[config.mk]
export PLATFORM = sky130hd
export DESIGN_NAME = prom_programmer_flat
export DESIGN_NICKNAME = d
export VERILOG_FILES = /design/src/rtl/prom_pgm_pkg.sv /design/src/rtl/prom_programmer_if.sv /design/src/rtl/prom_pgm_bitsel.sv /design/src/rtl/prom_programmer.sv /design/src/flat_wrapper.sv
export SDC_FILE = /design/constraint.sdc
export NUM_CORES = 1
export LEC_CHECK = 0
export CORE_MARGIN = 3
export CORE_UTILIZATION = 50
export DETAILED_ROUTE_END_ITERATION = 7
export HOLD_SLACK_MARGIN = 0.12
export PLACE_DENSITY = 0.79
export SLEW_MARGIN = 15
export SYNTH_ARGS = -nofsm -noshare
export SYNTH_HDL_FRONTEND = slang
export SYNTH_SLANG_ARGS = --single-unit
export TNS_END_PERCENT = 50
[constraint.sdc]
create_clock -name clk -period 3.3 [get_ports clk]
set_input_delay 0.66 -clock clk [delete_from_list [all_inputs] [get_ports clk]]
set_output_delay 0.66 -clock clk [all_outputs]
set_load 0.05 [all_outputs]
[src/rtl/prom_pgm_pkg.sv]
// Shared types for the PROM programmer: FSM state encoding and completion codes.
package prom_pgm_pkg;

  typedef enum logic [2:0] {
    IDLE     = 3'd0,
    RD_SETUP = 3'd1,
    RD_CLK   = 3'd2,
    RD_CMP   = 3'd3,
    PULSE    = 3'd4,
    DONE     = 3'd5
  } state_t;

  localparam logic [1:0] ERR_OK     = 2'd0;
  localparam logic [1:0] ERR_UNBLOW = 2'd1;
  localparam logic [1:0] ERR_RETRY  = 2'd2;

endpackage

[src/rtl/prom_programmer_if.sv]
// Host-side write request/acknowledge bundle between a loader sequencer and the PROM programmer.
interface prom_programmer_if #(
  parameter int WIDTH  = 8,
  parameter int AWIDTH = 9
);
  logic              req;
  logic [AWIDTH-1:0] wa;
  logic [WIDTH-1:0]  wd;
  logic              busy;
  logic              ack;
  logic              err;
  logic [1:0]        errcode;

  modport master (output req, wa, wd, input busy, ack, err, errcode);
  modport slave  (input req, wa, wd, output busy, ack, err, errcode);
endinterface

[src/rtl/prom_pgm_bitsel.sv]
// Priority encoder over a PROM readback: picks the lowest bit still to be blown (q=1, wd=0)
// and flags bits that would need un-blowing (q=0, wd=1).
module prom_pgm_bitsel #(
  parameter  int WIDTH = 8,
  localparam int BW    = $clog2(WIDTH)
) (
  input  logic [WIDTH-1:0] q,
  input  logic [WIDTH-1:0] wd,
  output logic [BW-1:0]    idx,
  output logic             none,
  output logic             unblow
);

  logic [WIDTH-1:0] need;
  logic [WIDTH-1:0] first;
  logic [WIDTH:0]   lower;

  assign need     = q & ~wd;
  assign lower[0] = 1'b0;

  // lower[k] = some bit below k still needs blowing; first is one-hot on the lowest such bit.
  generate
    for (genvar gi = 0; gi < WIDTH; gi++) begin : g_pri
      assign lower[gi+1] = lower[gi] | need[gi];
      assign first[gi]   = need[gi] & ~lower[gi];
    end
  endgenerate

  always_comb begin
    idx = '0;
    for (int i = 0; i < WIDTH; i++) begin
      if (first[i]) idx = idx | BW'(i);
    end
  end

  assign none   = ~lower[WIDTH];
  assign unblow = |(wd & ~q);

endmodule

[src/rtl/prom_programmer.sv]
// Programmer for the 512x8 registered bipolar PROM: read back, pulse one fuse at a time, re-verify.
// Define PROM_PGM_PULSECNT_EN to add the saturating pulse_cnt[15:0] fuse-pulse counter output.
module prom_programmer
  import prom_pgm_pkg::*;
#(
  parameter  int WIDTH     = 8,
  parameter  int AWIDTH    = 9,
  parameter  int PULSE_CYC = 10,
  parameter  int MAX_TRIES = 4,
  localparam int BW        = $clog2(WIDTH)
) (
  input  logic              clk,
  input  logic              rst,
  prom_programmer_if.slave  host,
  output logic [AWIDTH-1:0] a,
  output logic              e1_,
  output logic              e2_,
  output logic              dclk,
  input  logic [WIDTH-1:0]  q,
  output logic              pgm,
  output logic [BW-1:0]     bsel
`ifdef PROM_PGM_PULSECNT_EN
  ,
  output logic [15:0]       pulse_cnt
`endif
);

  state_t             state_q, state_d;
  logic [AWIDTH-1:0]  a_q, a_d;
  logic [WIDTH-1:0]   wd_q, wd_d;
  logic               en_n_q, en_n_d;
  logic               dclk_q, dclk_d;
  logic               pgm_q, pgm_d;
  logic [BW-1:0]      bsel_q, bsel_d;
  logic               busy_q, busy_d;
  logic               ack_q, ack_d;
  logic               err_q, err_d;
  logic [1:0]         errcode_q, errcode_d;
  logic [3:0]         tries_q, tries_d;
  logic [BW-1:0]      tbit_q, tbit_d;
  logic [7:0]         pcyc_q, pcyc_d;
  logic [3:0]         eff_tries;
`ifdef PROM_PGM_PULSECNT_EN
  logic [15:0]        pcnt_q, pcnt_d;
`endif

  logic [BW-1:0]      bs_idx;
  logic               bs_none;
  logic               bs_unblow;

  prom_pgm_bitsel #(.WIDTH(WIDTH)) u_bitsel (
    .q      (q),
    .wd     (wd_q),
    .idx    (bs_idx),
    .none   (bs_none),
    .unblow (bs_unblow)
  );

  always_comb begin
    state_d   = state_q;
    a_d       = a_q;
    wd_d      = wd_q;
    bsel_d    = bsel_q;
    err_d     = err_q;
    errcode_d = errcode_q;
    tries_d   = tries_q;
    tbit_d    = tbit_q;
    pcyc_d    = pcyc_q;
`ifdef PROM_PGM_PULSECNT_EN
    pcnt_d    = pcnt_q;
`endif
    // Moving on to a different bit restarts its try budget.
    eff_tries = (bs_idx == tbit_q) ? tries_q : 4'd0;

    case (state_q)
      IDLE: begin
        if (host.req) begin
          state_d = RD_SETUP;
          a_d     = host.wa;
          wd_d    = host.wd;
          tries_d = 4'd0;
        end
      end
      RD_SETUP: state_d = RD_CLK;
      RD_CLK:   state_d = RD_CMP;
      RD_CMP: begin
        if (bs_none && !bs_unblow) begin
          state_d   = DONE;
          err_d     = 1'b0;
          errcode_d = ERR_OK;
        end else if (bs_unblow) begin
          state_d   = DONE;
          err_d     = 1'b1;
          errcode_d = ERR_UNBLOW;
        end else if (eff_tries >= 4'(MAX_TRIES)) begin
          state_d   = DONE;
          err_d     = 1'b1;
          errcode_d = ERR_RETRY;
        end else begin
          state_d = PULSE;
          tries_d = eff_tries + 4'd1;
          tbit_d  = bs_idx;
          bsel_d  = bs_idx;
          pcyc_d  = 8'(PULSE_CYC - 1);
`ifdef PROM_PGM_PULSECNT_EN
          if (pcnt_q != 16'hFFFF) pcnt_d = pcnt_q + 16'd1;
`endif
        end
      end
      PULSE: begin
        if (pcyc_q == 8'd0) state_d = RD_SETUP;
        else                pcyc_d  = pcyc_q - 8'd1;
      end
      DONE:    state_d = IDLE;
      default: state_d = IDLE;
    endcase

    // Pin levels follow the state being entered so every output comes straight from a flop.
    en_n_d = !(state_d == RD_SETUP || state_d == RD_CLK || state_d == RD_CMP);
    dclk_d = (state_d == RD_CLK);
    pgm_d  = (state_d == PULSE);
    busy_d = (state_d != IDLE);
    ack_d  = (state_d == DONE);
  end

  always_ff @(posedge clk or posedge rst) begin
    if (rst) begin
      state_q   <= IDLE;
      a_q       <= '0;
      wd_q      <= '0;
      en_n_q    <= 1'b1;
      dclk_q    <= 1'b0;
      pgm_q     <= 1'b0;
      bsel_q    <= '0;
      busy_q    <= 1'b0;
      ack_q     <= 1'b0;
      err_q     <= 1'b0;
      errcode_q <= ERR_OK;
      tries_q   <= 4'd0;
      tbit_q    <= '0;
      pcyc_q    <= 8'd0;
`ifdef PROM_PGM_PULSECNT_EN
      pcnt_q    <= 16'd0;
`endif
    end else begin
      state_q   <= state_d;
      a_q       <= a_d;
      wd_q      <= wd_d;
      en_n_q    <= en_n_d;
      dclk_q    <= dclk_d;
      pgm_q     <= pgm_d;
      bsel_q    <= bsel_d;
      busy_q    <= busy_d;
      ack_q     <= ack_d;
      err_q     <= err_d;
      errcode_q <= errcode_d;
      tries_q   <= tries_d;
      tbit_q    <= tbit_d;
      pcyc_q    <= pcyc_d;
`ifdef PROM_PGM_PULSECNT_EN
      pcnt_q    <= pcnt_d;
`endif
    end
  end

  assign a            = a_q;
  assign e1_          = en_n_q;
  assign e2_          = en_n_q;
  assign dclk         = dclk_q;
  assign pgm          = pgm_q;
  assign bsel         = bsel_q;
  assign host.busy    = busy_q;
  assign host.ack     = ack_q;
  assign host.err     = err_q;
  assign host.errcode = errcode_q;
`ifdef PROM_PGM_PULSECNT_EN
  assign pulse_cnt    = pcnt_q;
`endif

endmodule
[src/flat_wrapper.sv]
// flat-port wrapper written by rule: the top's interface ports become plain ports
module prom_programmer_flat import prom_pgm_pkg::*;
#(
  parameter  int WIDTH     = 8,
  parameter  int AWIDTH    = 9,
  parameter  int PULSE_CYC = 10,
  parameter  int MAX_TRIES = 4,
  localparam int BW        = $clog2(WIDTH)
)
  (clk, rst, a, e1_, e2_, dclk, q, pgm, bsel, host_req, host_wa, host_wd, host_busy, host_ack, host_err, host_errcode);
  prom_programmer_if #(.WIDTH(WIDTH), .AWIDTH(AWIDTH)) host_i ();
  input  logic clk;
  input  logic rst;
  output logic [AWIDTH-1:0] a;
  output logic e1_;
  output logic e2_;
  output logic dclk;
  input  logic [WIDTH-1:0] q;
  output logic pgm;
  output logic [BW-1:0] bsel;
  input wire logic [$bits(host_i.req)-1:0] host_req;
  input wire logic [$bits(host_i.wa)-1:0] host_wa;
  input wire logic [$bits(host_i.wd)-1:0] host_wd;
  output wire logic [$bits(host_i.busy)-1:0] host_busy;
  output wire logic [$bits(host_i.ack)-1:0] host_ack;
  output wire logic [$bits(host_i.err)-1:0] host_err;
  output wire logic [$bits(host_i.errcode)-1:0] host_errcode;
  assign host_i.req = host_req;
  assign host_i.wa = host_wa;
  assign host_i.wd = host_wd;
  assign host_busy = host_i.busy;
  assign host_ack = host_i.ack;
  assign host_err = host_i.err;
  assign host_errcode = host_i.errcode;
  prom_programmer #(.WIDTH(WIDTH), .AWIDTH(AWIDTH), .PULSE_CYC(PULSE_CYC), .MAX_TRIES(MAX_TRIES)) u_core (.clk(clk), .rst(rst), .host(host_i), .a(a), .e1_(e1_), .e2_(e2_), .dclk(dclk), .q(q), .pgm(pgm), .bsel(bsel));
endmodule
# Word-level counts from Yosys, hierarchy flattened
# Index checks and enable logic that the tools add are counted.
[totals] register_bits=43 in_bits=28 out_inout_bits=21 wordCells=107
[classes] add_sub_neg=2 n_lt_le_gt_ge=1 n_eq_ne=15 muxes=30 bitwise=29 reduce_logical=17
[ops] op="2-to-1 mux 8 bit" count=4
[ops] op="2-to-1 mux 3 bit" count=8
[ops] op="2-to-1 mux 4 bit" count=5
[ops] op="AND 8 bit" count=2
[ops] op="inverter 8 bit" count=2
[ops] op="one-hot mux 8 bit (2 select lines)" count=1
[ops] op="one-hot mux 3 bit (5 select lines)" count=1
[ops] op="== test 3 x 2 -> 1 bit, second input constant" count=4
[ops] op="inverter 1 bit" count=11
[ops] op="2-to-1 mux 2 bit" count=5
[ops] op="inequality test 2 bit, second input constant" count=5
[ops] op="AND reduction 5 bit" count=2
[ops] op="== test 3 bit, second input constant" count=3
[ops] op="logical NOT 8 bit" count=1
[ops] op="one-hot mux 4 bit (2 select lines)" count=1
[ops] op="OR reduction 8 bit" count=1
[ops] op="subtractor 8 x 1 -> 8 bit, second input constant" count=1
[ops] op="AND 1 bit" count=7
[ops] op="OR 1 bit" count=7
[ops] op="== test 3 x 1 -> 1 bit, second input constant" count=2
[ops] op="nonzero test 3 bit" count=2
[ops] op="2-to-1 mux 1 bit" count=5
[ops] op="adder 4 x 1 -> 4 bit, second input constant" count=1
[ops] op="greater-or-equal comparator 4 x 3 -> 1 bit, second input constant" count=1
[ops] op="other kinds (8)" count=12

# Depth between registers and ports, before layout
[depth] depth_word=22 mapped_depth=9 ltp_nobuf=9

# Modules after synthesis
# Synthesis repeated with hierarchy kept, for this count alone.
[hier_totals] hier_cells=206 area_unflattened_um2=2280.9
[modules_own_cells] module="prom_programmer" n_inst=1 cells_each=173 area_each_um2=2059.5 seq_area_each_um2=1077.3
[modules_own_cells] module="prom_pgm_bitsel" n_inst=1 cells_each=33 area_each_um2=221.5 seq_area_each_um2=0.0

# Worst setup path before layout
# Ideal clock, no wire load.
[synth_path] path_type="in2reg" from="in q[4]" to="reg u_core.bsel_q[0], in the netlist u_core.bsel[0]" setup_ps=125 arrival_time_ps=2294 required_time_ps=3175 setup_slack_ps=882 path_stages=6 path_buffers=0 cell_sequence="nor2b_4 > a2111oi_2 > a21o_1 > a211oi_2 > o311ai_2 > mux2_2"
[synth_via] elab_chain_cells=12 elab_cells_between_ends=29 cone_classes="order compare (1); eq/ne (1); mux (5); bitwise (18); reduce/logical (4)"
[synth_lines] item="from (decl)" line_no="flat_wrapper.sv:18" source="input logic [WIDTH-1:0] q;"
[synth_lines] item="AND 8 bit" line_no="prom_pgm_bitsel.sv:18" source="assign need = q & ~wd;"
[synth_lines] item="OR 1 bit" line_no="prom_pgm_bitsel.sv:24" source="assign lower[gi+1] = lower[gi] | need[gi];"
[synth_lines] item="inverter 1 bit or OR 1 bit (tied branches)" line_no="prom_pgm_bitsel.sv:25, prom_pgm_bitsel.sv:24"
[synth_lines] item="AND 1 bit, or another cell as far along" line_no="prom_pgm_bitsel.sv:25" source="assign first[gi] = need[gi] & ~lower[gi];"
[synth_lines] item="2-to-1 mux 3 bit, or another cell as far along" line_no="prom_pgm_bitsel.sv:32" source="if (first[i]) idx = idx | BW'(i);"
[synth_lines] item="2-to-1 mux 3 bit or AND 1 bit (tied branches)" line_no="prom_pgm_bitsel.sv:32, prom_pgm_bitsel.sv:25"
[synth_lines] item="2-to-1 mux 3 bit" line_no="prom_pgm_bitsel.sv:32"
[synth_lines] item="== test 3 bit" line_no="prom_programmer.sv:73" source="eff_tries = (bs_idx == tbit_q) ? tries_q : 4'd0;"
[synth_lines] item="2-to-1 mux 4 bit" line_no="prom_programmer.sv:73"
[synth_lines] item="greater-or-equal comparator 4 x 3 -> 1 bit" line_no="prom_programmer.sv:95" source="end else if (eff_tries >= 4'(MAX_TRIES)) begin"
[synth_lines] item="inverter 1 bit (no line)"
[synth_lines] item="AND reduction 4 bit (no line)"
[synth_lines] item="to (signal assigned)" line_no="prom_programmer.sv:152" source="bsel_q <= bsel_d;"
[synth_lines] item="to (decl)" line_no="prom_programmer.sv:34" source="logic [BW-1:0] bsel_q, bsel_d;"
# Several ways; a longest one is shown, not always the timed one.
# A chain may end at the register's enable or synchronous reset.

# Worst setup path after layout
[layout_path] from="in q[6]" to="reg u_core.pcyc_q[7]"
[layout_via] elab_chain_cells=10 elab_cells_between_ends=21 cone_classes="order compare (1); eq/ne (4); mux (3); bitwise (9); reduce/logical (4)"
[layout_lines] item="AND 8 bit" line_no="prom_pgm_bitsel.sv:18"
[layout_lines] item="OR 1 bit" line_no="prom_pgm_bitsel.sv:24"
[layout_lines] item="inverter 1 bit" line_no="prom_pgm_bitsel.sv:25"
[layout_lines] item="AND 1 bit" line_no="prom_pgm_bitsel.sv:25"
[layout_lines] item="2-to-1 mux 3 bit" line_no="prom_pgm_bitsel.sv:32"
[layout_lines] item="== test 3 bit" line_no="prom_programmer.sv:73"
[layout_lines] item="2-to-1 mux 4 bit" line_no="prom_programmer.sv:73"
[layout_lines] item="greater-or-equal comparator 4 x 3 -> 1 bit" line_no="prom_programmer.sv:95"
[layout_lines] item="inequality test 2 bit (no line)"
[layout_lines] item="AND reduction 5 bit (no line) (*)"
[layout_lines] item="to (signal assigned)" line_no="prom_programmer.sv:159" source="pcyc_q <= pcyc_d;"
[layout_lines] item="to (decl)" line_no="prom_programmer.sv:41" source="logic [7:0] pcyc_q, pcyc_d;"
# Mark *: on every way between the ends. The rest lies on a longest branch, timed or not.

==> out/results.ini <==
[layout]
final_cell_mix = 48 x clkdlybuf4s50_1, 43 x nand2_1, 42 x dfrtp_1
fin_nets = 311
fin_util = 0.686
drive_above_1_share = 0.110
final_common_cell = clkdlybuf4s50_1
antenna_cells = 0
area_growth_pct = 27.8

[placed_design]
io_buffers = 48
dp_worst_setup_slack_ns = 0.259
place_hpwl_um = 3400
gp_congestion = 0.783

[cts]
cts_root_buffer = clkbuf_8
hold_buffers = 0
cts_max_level = 2
cts_resized = 0
clkTransAtPathRegs_ns = 0.08
postCtsSetupBuffers = 0
clk_latency_ns = 0.29
cts_sinks = 43
cts_tree = built
clk_path_buf_depth = 2
cts_buffers = 5

[critical_path]
cp_max_fo = 7
cp-end-kind = flip-flop
ff2ff_setup_slack_ns = 0.75
worstSetupStartpointType = input port
r2r-end = u_core.pcyc_q[2]
path_class = input port to flip-flop
timing.critical_path.arrival_ns = 2.95
reg2reg_depth = 6
r2r-start = u_core.pcyc_q[2]
cp_data_required_time_ns = 3.52

[floorplanning]
core_sq_mm = 0.00414
start_util = 0.537
die_w_um = 72.7
ios = 49
die_area_sq_mm = 0.00529
die_h_um = 72.7
rows = 23

[grt]
gr-usage-all-layers = 0.183
grt_pass1_vias = 1772
grt_pass1_wl_um = 7590
grt_max_degree = 44
gr-total-overflow = 0
antenna_found_initial = 0

[timing]
holdWs_ns = 0.477
hold_violations = 0
setup_tns_ns = 0
slew_headroom = 0.614
tightestPinTransition_ns = 0.577
finalCritPeriodShare = 0.827
worst_slack_ns = 0.570
slew_violations = 0
fmax_mhz = 366
finClkSkew_ns = 0.00461
rsz0062_at_grt = false
setup_viol_count_final = 0
layout_min_cycle_time_ns = 2.73

[drt]
drt-initial-drc-count = 152
dr_wl_met2_um = 2180
vias = 1808
first_pass_iters = 4
wl_met3_um = 250
wirelength_um = 4530
topRoutingLayerUsed = met4
route.detailed.drc = 0
wire_per_inst_um = 13.7
via_per_inst = 5.46
postRouteAntennaNets = 0
wl_met1_um = 2030

[hold_path]
hp-start = u_core.a[1]
whs_endpoint = u_core.a[1]
holdPathStages = 2
min_path_type = flip-flop to flip-flop

[yosys]
synth_adder_area_share = 0.0169
syn_area_per_cell_sq_um = 9.68
muxShareOfSynthArea = 0.0141
synth_edf_count = 0
synth_compound_area_frac = 0.169
synth_ff_type = dfrtp_1
synth_seq_area_share = 0.484
synth-xor-area-share = 0.0112
synthSimpleGateAreaFrac = 0.257
synth_top_family_by_area = simple AND/OR/NAND/NOR gates
synth_fp_nets = 261
synth_area_sq_mm = 0.00223
synth_warnings = 0
yosysUniqueCellTypes = 56
synth_seq_cells = 43
async_flop_share = 1.00
synthCells = 230

[status]
status = complete, no violations

[pwr]
power_per_cell_area_mw_per_mm2 = 931
cellLeakagePower_nw = 1.22
max-vdd-ir-drop_v = 0.000481

[flow_run]
maxCapViolations = 0

-- sequential cells by signal, indices dropped and copies added, names as in the netlist --
signal / count
u_core.state_q: 3
u_core.tries_q: 4
u_core.pgm: 1
u_core.wd_q: 8
u_core.host.err: 1
u_core.e1_: 1
u_core.host.busy: 1
u_core.pcyc_q: 8
u_core.a: 9
u_core.host.ack: 1
u_core.bsel: 3
u_core.dclk: 1
u_core.host.errcode: 2
-- cell usage after synthesis, types with 2 or more instances --
cell,instances,area (sq um)
nor3_1,2,10.0
nor4_1,2,12.5
nand2b_1,4,25.0
o31ai_1,5,37.5
and2_1,2,12.5
nor2b_1,6,37.5
o22ai_1,5,31.3
nand2_1,43,161
a211o_1,2,17.5
nand3_1,6,30.0
o211ai_1,2,15.0
or4_1,5,37.5
nand3b_1,2,15.0
clkbuf_1,6,22.5
mux2i_1,2,20.0
nor2_1,14,52.6
nand2b_2,4,35.0
o21ai_0,16,80.1
inv_1,15,56.3
dfrtp_1,42,1050
ha_1,3,37.5
or3_1,2,12.5
a21oi_1,7,35.0
-- where the power goes --
group / internal, mW / switching (mW) / leakage [nW]
clock: 0.148 / 0.178 / 0.0412
sequential: 0.747 / 0.178 / 0.537
combinational: 0.527 / 0.870 / 0.646
-- worst max-delay path: stages --
cell and delay [ns]:
clkdlybuf4s50_1 0.52, o22ai_1 0.11, or4_1 0.59, o21bai_2 0.22
nand2_1 0.19, or4_1 0.50, a21oi_1 0.15
-- worst max-delay path by stage --
| stage | startpoint | to | slack [ns] |
|---|---|---|---|
| after floorplan | q[4] | u_core.bsel[0] | 0.88 |
| after global placement | q[4] | u_core.bsel[0] | 0.31 |
| after detailed placement | q[4] | u_core.pcyc_q[2] | 0.26 |
| after CTS | q[4] | u_core.pcyc_q[2] | 0.57 |
| after global routing | q[4] | u_core.pcyc_q[2] | 0.35 |
| final | q[6] | u_core.pcyc_q[7] | 0.57 |
-- stage by stage --
step | std cells | area (sq um) | power, mW
after floorplan | 230 | 2230 | 1.93
final | 331 | 2840 | 2.65
after global routing | 331 | 2840 | 2.83
after detailed placement | 323 | 2760 | 2.34
after CTS | 331 | 2840 | 2.67
after global placement | 323 | 2760 | 2.31
-- cell type report --
class / count / area (sq um)
Clock buffer: 6 / 72.6
Sequential cell: 43 / 1080
Fill cell: 342 / 1300
Tap cell: 50 / 62.6
Multi-Input combinational cell: 162 / 1050
Clock inverter: 2 / 12.5
Inverter: 16 / 60.1
Timing Repair Buffer: 52 / 510
-- kinds of logic (layout without fill, tap and decap cells) --
kind of cell	Yosys count	count (layout)
xor+xnor	2	2
mux	3	3
compound gates	51	51
simple gates	103	103
flops	43	43
fa+ha+maj	3	3
buf+inv	25	76
-- metal layers --
layer,vias up,track usage
met5,-,0
met4,0,0.0717
met3,9,0.0386
met2,57,0.305
met1,848,0.233
li1,894,-
Power figures use the tool's default switching activity.
